### src/rtl/bcd_seg_pkg.sv
// Shared segment patterns and BCD helpers for the multiplexed seven-segment driver.
package bcd_seg_pkg;

  // Active-low {g,f,e,d,c,b,a}
  localparam logic [6:0] SEG_0     = 7'h40;
  localparam logic [6:0] SEG_1     = 7'h79;
  localparam logic [6:0] SEG_2     = 7'h24;
  localparam logic [6:0] SEG_3     = 7'h30;
  localparam logic [6:0] SEG_4     = 7'h19;
  localparam logic [6:0] SEG_5     = 7'h12;
  localparam logic [6:0] SEG_6     = 7'h02;
  localparam logic [6:0] SEG_7     = 7'h78;
  localparam logic [6:0] SEG_8     = 7'h00;
  localparam logic [6:0] SEG_9     = 7'h10;
  localparam logic [6:0] SEG_DASH  = 7'h3F;
  localparam logic [6:0] SEG_BLANK = 7'h7F;

  function automatic logic bcd_is_valid(input logic [3:0] nibble);
    return (nibble <= 4'd9);
  endfunction

endpackage

### src/rtl/bcd_to_seg7.sv
// Combinational BCD nibble to active-low seven-segment pattern; non-BCD codes show a dash.
module bcd_to_seg7
  import bcd_seg_pkg::*;
(
  input  logic [3:0] bcd_i,
  output logic [6:0] seg_o
);

  // Decode table lookup
  always_comb begin
    seg_o = SEG_DASH;
    case (bcd_i)
      4'd0:    seg_o = SEG_0;
      4'd1:    seg_o = SEG_1;
      4'd2:    seg_o = SEG_2;
      4'd3:    seg_o = SEG_3;
      4'd4:    seg_o = SEG_4;
      4'd5:    seg_o = SEG_5;
      4'd6:    seg_o = SEG_6;
      4'd7:    seg_o = SEG_7;
      4'd8:    seg_o = SEG_8;
      4'd9:    seg_o = SEG_9;
      default: seg_o = SEG_DASH;
    endcase
  end

endmodule

### src/rtl/bcd_seg_scan.sv
// Multiplexed seven-segment scanner for NUM_DIGITS latched BCD nibbles.
// Optional leading-zero blanking is enabled by defining BCD_SEG_LZB_EN.
module bcd_seg_scan
  import bcd_seg_pkg::*;
#(
  parameter int NUM_DIGITS  = 4,
  parameter int REFRESH_DIV = 50000
) (
  input  logic                    clk,
  input  logic                    rst,
  input  logic                    load,
  input  logic [4*NUM_DIGITS-1:0] bcd_in,
  output logic [6:0]              seg,
  output logic [NUM_DIGITS-1:0]   an,
  output logic                    bcd_err
);

  localparam int IDX_W = (NUM_DIGITS > 1) ? $clog2(NUM_DIGITS) : 1;
  localparam int DIV_W = (REFRESH_DIV > 1) ? $clog2(REFRESH_DIV) : 1;
  localparam logic [IDX_W-1:0] IDX_LAST = IDX_W'(NUM_DIGITS - 1);
  localparam logic [DIV_W-1:0] DIV_LAST = DIV_W'(REFRESH_DIV - 1);

  logic [4*NUM_DIGITS-1:0] shadow_q, shadow_d;
  logic                    err_q, err_d;
  logic [DIV_W-1:0]        div_q, div_d;
  logic [IDX_W-1:0]        idx_q, idx_d;
  logic [6:0]              seg_q, seg_d;
  logic [NUM_DIGITS-1:0]   an_q, an_d;

  logic                    in_err_s;
  logic [3:0]              digit_s;
  logic [6:0]              dec_seg_s;
  logic                    blank_s;

  // Any non-BCD nibble on the incoming word
  always_comb begin
    in_err_s = 1'b0;
    for (int i = 0; i < NUM_DIGITS; i++) begin
      in_err_s = in_err_s | ~bcd_is_valid(bcd_in[4*i +: 4]);
    end
  end

  assign digit_s = shadow_q[{idx_q, 2'b00} +: 4];

  bcd_to_seg7 u_dec (
    .bcd_i (digit_s),
    .seg_o (dec_seg_s)
  );

`ifdef BCD_SEG_LZB_EN
  logic [NUM_DIGITS-1:0] lz_s;

  // lz_s[i] set when digit i and every more-significant digit are zero; digit 0 never blanks
  always_comb begin
    logic zero_run;
    zero_run = 1'b1;
    lz_s     = '0;
    for (int i = NUM_DIGITS - 1; i >= 1; i--) begin
      zero_run = zero_run & (shadow_q[4*i +: 4] == 4'd0);
      lz_s[i]  = zero_run;
    end
  end

  assign blank_s = lz_s[idx_q];
`else
  assign blank_s = 1'b0;
`endif

  // Next-state: shadow capture, refresh divider, digit index, output decode
  always_comb begin
    shadow_d = shadow_q;
    err_d    = err_q;
    div_d    = div_q;
    idx_d    = idx_q;
    if (load) begin
      shadow_d = bcd_in;
      err_d    = in_err_s;
    end else begin
      shadow_d = shadow_q;
      err_d    = err_q;
    end

    if (div_q == DIV_LAST) begin
      div_d = '0;
      idx_d = (idx_q == IDX_LAST) ? '0 : idx_q + IDX_W'(1);
    end else begin
      div_d = div_q + DIV_W'(1);
      idx_d = idx_q;
    end

    an_d  = ~(NUM_DIGITS'(1) << idx_q);
    seg_d = blank_s ? SEG_BLANK : dec_seg_s;
  end

  // State and output registers with synchronous reset
  always_ff @(posedge clk) begin
    if (rst) begin
      shadow_q <= '0;
      err_q    <= 1'b0;
      div_q    <= '0;
      idx_q    <= '0;
      seg_q    <= SEG_BLANK;
      an_q     <= '1;
    end else begin
      shadow_q <= shadow_d;
      err_q    <= err_d;
      div_q    <= div_d;
      idx_q    <= idx_d;
      seg_q    <= seg_d;
      an_q     <= an_d;
    end
  end

  assign seg     = seg_q;
  assign an      = an_q;
  assign bcd_err = err_q;

endmodule

### config.mk
export PLATFORM = sky130hd
export DESIGN_NAME = bcd_seg_scan
export DESIGN_NICKNAME = d
export VERILOG_FILES = /design/src/rtl/bcd_seg_pkg.sv /design/src/rtl/bcd_to_seg7.sv /design/src/rtl/bcd_seg_scan.sv
export SDC_FILE = /design/constraint.sdc
export NUM_CORES = 1
export LEC_CHECK = 0
export ABC_AREA = 1
export CORE_MARGIN = 3
export CORE_UTILIZATION = 55
export CTS_BUF_LIST = sky130_fd_sc_hd__clkbuf_8
export CTS_CLUSTER_DIAMETER = 100
export DETAILED_ROUTE_END_ITERATION = 8
export GPL_TIMING_DRIVEN = 0
export PLACE_DENSITY = 0.91
export REMOVE_ABC_BUFFERS = 1
export SYNTH_ARGS = -nofsm -noshare
export SYNTH_HDL_FRONTEND = slang
export SYNTH_SLANG_ARGS = --single-unit
### constraint.sdc
create_clock -name clk -period 2.33 [get_ports clk]
set_input_delay 0.3495 -clock clk [delete_from_list [all_inputs] [get_ports clk]]
set_output_delay 0.3495 -clock clk [all_outputs]
set_load 0.005 [all_outputs]
==> summary.md, run 1 <==
| Metric | Value |
|---|---|
| Share of layout cells above drive strength 1 | `12.9%` |
| CTS tree | `built` |
| Path category of the worst min-delay check | `flop to flop` |
| Height of the die | `around 69 microns` |
| Category of the most critical setup path | `input pin to flop` |
| Count of yosys warnings during synthesis | `0` |
| Area Growth Syn to Fin | `19.3%` |
| Final HPWL DP | `3130 microns` |
| Wirelength per Cell | `roughly 12 microns` |
| Part of the power in registers | `52.3%` |
| Post-layout min period | `1.91 ns` |
| Switching share of total power | `23.5%` |
| Leading cell type by number of instances after synthesis | `sky130_fd_sc_hd__nand2_1` |
| Number of diodes added for antenna fixing | `0` |
| CP top delay family | `buffers and inverters` |
| Largest area contributor in the synthesized netlist | `sky130_fd_sc_hd__dfxtp_1` |
| Netlist area before placement | `~0.0022 sq mm` |
| Chain of cells forming the critical path | `clkdlybuf4s50_1 -> clkinv_1 -> nand2_4 -> a21oi_1` |
| Port Buffer Count | `30` |
| Setup ws final | `~0.42 ns` |
| Delay of the slowest critical-path stage | `0.59 ns` |
| Portion of total power attributed to the clock network | `a little under two fifths` |
| Post-CTS setup buffers | `0` |
| Maximum number of pins on one net before global-route repair | `29` |
| Total overflow reported by the global router | `0` |
| Initial DRC Count | `~110` |
| H-tree levels | `2` |
| Cell Int Power | `~0.0012 W` |
| Final worst path period share | `between 80 and 90%` |
| Floorplan die width | `approximately 69 microns` |
| Post-synthesis cell type count | `27` |
| Final Hold Vio Count | `0` |
| Floorplan row count | `22` |
| Leakage power | `1.07 nW` |
| Fraction of the yosys area taken by sequential cells | `between 40 and 50%` |
| Setup repair after global routing missed its margin | `false` |
| Power density over the cells | `608 mW/mm^2` |
| Buffers and inverters on the worst path | `2` |
| Number of buffers created by CTS | `5` |
| Total Nets Final | `between 300 and 400` |
| Wire length after detailed routing | `about 4500 microns` |
| Post-detailed-route via-to-cell ratio | `~5.3` |
| Worst Max-Slew Pin Slew | `around 0.7 ns` |
| Max-slew violation total from the final report | `0` |
| Count of nets left with antenna violations after detail routing | `0` |
| Number of enable-type register cells in the synthesized netlist | `0` |
| Run status | `finished clean` |
| Filler cell count in the final layout | `between 300 and 400` |
| Comb pwr share | `between 10% and 20%` |
| FF+latch count, synth | `46` |
| Post-CTS Resized | `0` |
| Largest voltage drop on the vdd net | `~0.35 mV` |
| Area of the multi-input gates | `0.00113 sq mm` |
| Crit path max fanout | `28` |
| Share of the synthesized area in the top cell type | `around two fifths` |
| Worst-path clk slew | `around 0.08 ns` |
| Register Area | `around 920 sq um` |
| Final Setup Violations | `0` |
| Antenna violations before repair | `0` |
| Synth top cells by count | `sky130_fd_sc_hd__nand2_1 (56), sky130_fd_sc_hd__dfxtp_1 (46), sky130_fd_sc_hd__nor2_1 (39), sky130_fd_sc_hd__nand3_1 (30), sky130_fd_sc_hd__inv_1 (26)` |
| Max-slew headroom at the worst pin | `a little over half` |
| Post-Syn Instances | `roughly 300` |
| First-pass GRT wire length | `about 7700 microns` |
| Primary flip-flop cell chosen by synthesis mapping | `sky130_fd_sc_hd__dfxtp_1` |
| Async set or reset register ratio after synthesis | `0%` |
| Worst path arrival time | `roughly 2.1 ns` |
| DRC violation count after routing | `0` |
| Number of buffers between clock root and the deepest sink | `2` |
| Worst-case clock skew | `0.00778 ns` |
| CP Launch Type | `input pin` |
| RD Place Congestion | `roughly 0.85` |
| Number of detailed-routing iterations run before antenna repair | `4` |
| Vias after detailed routing | `about 2.0k` |
| Die area | `0.00483 sq mm` |
| Count of boundary I/O pins | `31` |
| Endpoint kind of the worst setup timing path | `flop` |
| Core area | `between 0.003 and 0.004 sq mm` |
| Max Cap Viol | `0` |
| Place WS | `between 0.1 and 0.15 ns` |
| All-Layer GR Usage | `19.4%` |
| WP data required | `roughly 2.5 ns` |
| Initial cell density of the core | `between 50% and 60%` |
| Avg Cell Area, Syn | `between 7 and 8 sq um` |
| Fmax | `around 0.52 GHz` |
| Synth area leaders | `sky130_fd_sc_hd__dfxtp_1 (42%), sky130_fd_sc_hd__nand2_1 (9.5%), sky130_fd_sc_hd__nand3_1 (6.8%)` |
| Clock Root Buffer | `sky130_fd_sc_hd__clkbuf_8` |
| Clock net sink count | `46` |
| Clock Latency Late Sink | `roughly 0.3 ns` |
| Fin Setup TNS | `0 ns` |
| Number of global-route vias before repair | `between 1.5k and 2k` |
| Hold bufs inserted after CTS | `0` |
| NetSw | `~0.00038 W` |
| Cell with the biggest individual delay on the critical path | `sky130_fd_sc_hd__clkinv_1` |
## stage by stage
stage	area [sq um]	util (%)	power, W	instances	hold slack, ns
6_report	2650	70.1	0.00161	374	0.462
5_1_grt	2650	70.1	0.00167	374	0.481
4_1_cts	2650	70.1	0.00161	374	0.462
3_3_place_gp	2530	67.1	0.00102	366	0.438
3_5_place_dp	2530	67.1	0.00103	366	0.442
2_1_floorplan	2170	-	0.000944	288	0.428
## path summary, 6_finish.rpt
path	startpoint	end	slack [ns]	depth (start not counted)
max reg2reg	idx_q[0]	seg[5]	0.44	10
max	rst	div_q[12]	0.42	4
min	div_q[0]	div_q[0]	0.46	1
min reg2reg	div_q[0]	div_q[0]	0.46	1
## cell usage in the layout (no fill, tap or decap), types with 3 or more instances in the layout
cell type,Yosys,final
sky130_fd_sc_hd__nand3_2,3,3
sky130_fd_sc_hd__clkbuf_8,0,5
sky130_fd_sc_hd__nor2_1,39,39
sky130_fd_sc_hd__a21oi_1,10,10
sky130_fd_sc_hd__o21ai_0,20,20
sky130_fd_sc_hd__nand2_2,6,6
sky130_fd_sc_hd__nand3_1,30,30
sky130_fd_sc_hd__clkdlybuf4s50_1,0,30
sky130_fd_sc_hd__xor2_1,4,4
sky130_fd_sc_hd__nor2_2,14,14
sky130_fd_sc_hd__nand4_1,6,6
sky130_fd_sc_hd__dfxtp_1,46,46
sky130_fd_sc_hd__nand2_1,56,56
sky130_fd_sc_hd__ha_1,10,10
sky130_fd_sc_hd__inv_1,26,26
## kinds of logic (layout without fill, tap and decap cells)
group	after synthesis	count (layout)	share of synthesized area [%]
and+or+nand+nor	161	161	34.8
DFF	46	46	41.5
buffers and inverters	38	69	7.45
AOI/OAI and AO/OA	34	34	8.24
adders and majority gates	10	10	5.64
xor gates and xnor gates	6	6	2.37
## registers in the layout (all words and copies together), names as in the netlist
signal    count
div_q        16
shadow_q     16
bcd_err       1
idx_q         2
seg           7
an            4
## power by group through the flow
stage	Clock (W)	Combinational (W)	Sequential, W
floorplan	0	0.0000865	0.000857
global placement	0	0.000166	0.000857
detailed placement	0	0.000172	0.000859
CTS	0.000598	0.000175	0.000841
global route	0.000626	0.000196	0.000845
finish	0.000592	0.000175	0.000841
## routing by layer
| metal | up-vias | track usage, % | wire length, microns |
|---|---|---|---|
| li1 | 1001 | - | - |
| met1 | 910 | 23.6 | 2040 |
| met2 | 55 | 32.7 | 2210 |
| met3 | 6 | 5.22 | 228 |
| met4 | 0 | 6.72 | 50 |
| met5 | - | 0 | 0 |
## cell type report
| cell class | count | area share (%) |
|---|---|---|
| Clock inverter | 3 | 1.70 |
| Sequential cell | 46 | 34.8 |
| Multi-Input combinational cell | 211 | 42.8 |
| Inverter | 31 | 4.49 |
| Timing Repair Buffer | 30 | 11.4 |
| Tap cell | 48 | 2.27 |
| Clock buffer | 5 | 2.60 |
Power figures use the tool's default switching activity.
==> inputs of run 2 (changes only) <==
==> constraint.sdc (replaced) <==
create_clock -name clk -period 1.9 [get_ports clk]
set_input_delay 0.285 -clock clk [delete_from_list [all_inputs] [get_ports clk]]
set_output_delay 0.285 -clock clk [all_outputs]
set_load 0.005 [all_outputs]
==> summary.md, run 2 (synthesis results as in run 1) <==
| Metric | Value |
|---|---|
| Run status | `finished clean` |
| Setup repair after global routing missed its margin | `false` |
| Hold bufs inserted after CTS | `0 (unchanged)` |
| Post-CTS Resized | `0 (unchanged)` |
| Category of the most critical setup path | `flop to flop` |
| Setup ws final | `0.190 ns (-0.230 ns)` |
| Endpoint kind of the worst setup timing path | `flop` |
| Post-Route Utilization | `70.3% (+0.13 points)` |
| Floorplan row count | `22 (unchanged)` |
| Initial cell density of the core | `58.8% (unchanged)` |
| Capture endpoint of the worst hold path | `div_q[0]` |
| Fmax | `approximately 0.6 GHz` |
| Max-slew violation total from the final report | `0 (unchanged)` |
| Crit path max fanout | `12 (-57%)` |
| Post-CTS setup buffers | `0 (unchanged)` |
| Delay of the slowest critical-path stage | `0.48 ns (-0.11 ns)` |
| Number of diodes added for antenna fixing | `0 (unchanged)` |
| Total Nets Final | `354 (unchanged)` |
| CP Launch Type | `flop` |
| Wire length after detailed routing | `4530 microns (about the same)` |
| Max Cap Viol | `0 (unchanged)` |
| Commonest non-fill, non-tap cells in the layout | `sky130_fd_sc_hd__nand2_1 (56), sky130_fd_sc_hd__dfxtp_1 (45), sky130_fd_sc_hd__nor2_1 (39)` |
| Final worst path period share | `between 80 and 90%` |
| Height of the die | `69.5 microns (unchanged)` |
| RD Place Congestion | `0.850 (unchanged)` |
| Chain of cells forming the critical path | `inv_4 -> nand2_1 -> nand3_1 -> nand2_1 -> inv_1 -> ha_1 -> inv_1 -> nand3_1 -> nand3_1 -> nand3_1` |
| Commonest non-fill, non-tap cell in the layout | `sky130_fd_sc_hd__nand2_1` |
| Final Hold Vio Count | `0 (unchanged)` |
| Clock Latency Late Sink | `0.30 ns (about the same)` |
| Port Buffer Count | `30 (unchanged)` |
| CTS tree | `built` |
| Place WS | `-0.226 ns (-0.366 ns)` |
| Buffers and inverters on the worst path | `3 (+1)` |
| Floorplan die width | `69.5 microns (unchanged)` |
| Worst-case clock skew | `0.0104 ns (+0.00262 ns)` |
| Final HPWL DP | `3130 microns (unchanged)` |
| Cell mode on critical path | `sky130_fd_sc_hd__nand3_1` |
| Area Growth Syn to Fin | `19.5%` |
| Leakage power | `1.07 nW (about the same)` |
| Min Hold Slack | `0.462 ns (-0.000500 ns)` |
| FF-to-FF setup slack | `0.19 ns (-0.25 ns)` |
| Core area | `0.00377 sq mm (unchanged)` |
| DRC violation count after routing | `0 (unchanged)` |
| WP data required | `2.07 ns (-0.43 ns)` |
| All-Layer GR Usage | `19.4% (unchanged)` |
| Share of layout cells above drive strength 1 | `13.5% (+0.61 points)` |
| Fin Setup TNS | `0 ns (unchanged)` |
| Number of buffers between clock root and the deepest sink | `2 (unchanged)` |
| Maximum number of pins on one net before global-route repair | `29 (unchanged)` |
| Number of global-route vias before repair | `1854 (unchanged)` |
| R2R depth | `10 (unchanged)` |
| Total overflow reported by the global router | `0 (unchanged)` |
| Die area | `0.00483 sq mm (unchanged)` |
| Final Setup Violations | `0 (unchanged)` |
| Cell with the biggest individual delay on the critical path | `sky130_fd_sc_hd__dfxtp_2` |
| Area after detailed placement | `0.00253 sq mm (unchanged)` |
| Wirelength per Cell | `12.1 microns (about the same)` |
| Worst Max-Slew Pin Slew | `0.622 ns (-0.0922 ns)` |
| Hold path startpoint | `div_q[0]` |
| Initial DRC Count | `149 (+37%)` |
| Endpoint of the worst register-to-register path | `seg[5]` |
| Antenna violations before repair | `0 (unchanged)` |
| Count of boundary I/O pins | `31 (unchanged)` |
| Post-detailed-route via-to-cell ratio | `5.28 (about the same)` |
| Count of nets left with antenna violations after detail routing | `0 (unchanged)` |
| First-pass GRT wire length | `7710 microns (unchanged)` |
| Max-slew headroom at the worst pin | `58.4% (+6.3 points)` |
| Power density over the cells | `743 mW/mm^2 (+22%)` |
| Number of cells on the worst hold path | `1 (unchanged)` |
| Worst reg2reg startpoint | `idx_q[0]` |
| Worst-path clk slew | `0.08 ns (about the same)` |
| CP top delay family | `simple AND/OR/NAND/NOR gates` |
| H-tree levels | `2 (unchanged)` |
| Post-route cell area | `0.00265 sq mm (+0.19%)` |
| Clock Root Buffer | `sky130_fd_sc_hd__clkbuf_8` |
| Number of detailed-routing iterations run before antenna repair | `4 (unchanged)` |
| Path category of the worst min-delay check | `flop to flop` |
| Largest voltage drop on the vdd net | `0.418 mV (+21%)` |
| Worst path arrival time | `1.88 ns (-0.20 ns)` |
| Vias after detailed routing | `1973 (+0.051%)` |
| Number of buffers created by CTS | `5 (unchanged)` |
| Filler cell count in the final layout | `305 (-0.33%)` |
| Clock net sink count | `46 (unchanged)` |
| Post-layout min period | `around 1.7 ns` |
## run 2: cell count changes in the layout (fill, tap and decap cells not counted)
cell,delta
sky130_fd_sc_hd__clkinv_1,-1
sky130_fd_sc_hd__clkinvlp_4,+1
sky130_fd_sc_hd__dfxtp_1,-1
sky130_fd_sc_hd__dfxtp_2,+1
## run 2: worst reg2reg max path: stages, from the launching register on
cell                      delay [ns]
sky130_fd_sc_hd__dfxtp_2        0.48
sky130_fd_sc_hd__inv_4          0.11
sky130_fd_sc_hd__nand2_1        0.09
sky130_fd_sc_hd__nand3_1        0.07
sky130_fd_sc_hd__nand2_1        0.18
sky130_fd_sc_hd__inv_1          0.12
sky130_fd_sc_hd__ha_1           0.21
sky130_fd_sc_hd__inv_1          0.05
sky130_fd_sc_hd__nand3_1        0.10
sky130_fd_sc_hd__nand3_1        0.11
sky130_fd_sc_hd__nand3_1        0.07
## run 2: how the worst max path moves through the flow
stage          cells past startpoint  slack, ns     start        end
6_report                          10       0.19  idx_q[0]     seg[5]
5_1_grt                           10     0.0004  idx_q[0]     seg[5]
4_1_cts                           10       0.03  idx_q[0]     seg[5]
3_5_place_dp                       4      -0.23       rst  div_q[11]
3_3_place_gp                       4      -0.19       rst  div_q[15]
2_1_floorplan                     10       0.37  idx_q[0]     seg[5]
## run 2: layout make-up
type                    count  area [sq um]  area share (%)
inverters                  31           123            4.63
flip-flops and latches     46           922            34.8
multi-input cells         211          1130            42.7
clock inverters             3          45.0            1.70
clock buffers               5          68.8            2.60
well taps                  48          60.1            2.27
repair buffers             30           300            11.3
## run 2: metrics by stage
step           std cells  power (W)
4_1_cts              374    0.00198
2_1_floorplan        288    0.00116
3_3_place_gp         366    0.00125
5_1_grt              374    0.00205
3_5_place_dp         366    0.00126
6_report             374    0.00197
## run 2: power breakdown
group,total (W),switching [W],internal (W)
clock,0.000724,0.000332,0.000391
combinational,0.000215,0.000108,0.000107
sequential,0.00103,0.0000211,0.00101
## run 2: routing by layer
| layer | up-vias | global-route usage (%) | wire, microns | share of wire [%] |
|---|---|---|---|---|
| li1 | 1002 | - | - | - |
| met1 | 899 | 23.6 | 1980 | 44 |
| met2 | 66 | 32.7 | 2230 | 49 |
| met3 | 6 | 5.22 | 262 | 5.8 |
| met4 | 0 | 6.72 | 48 | 1.1 |
| met5 | - | 0 | 0 | 0 |
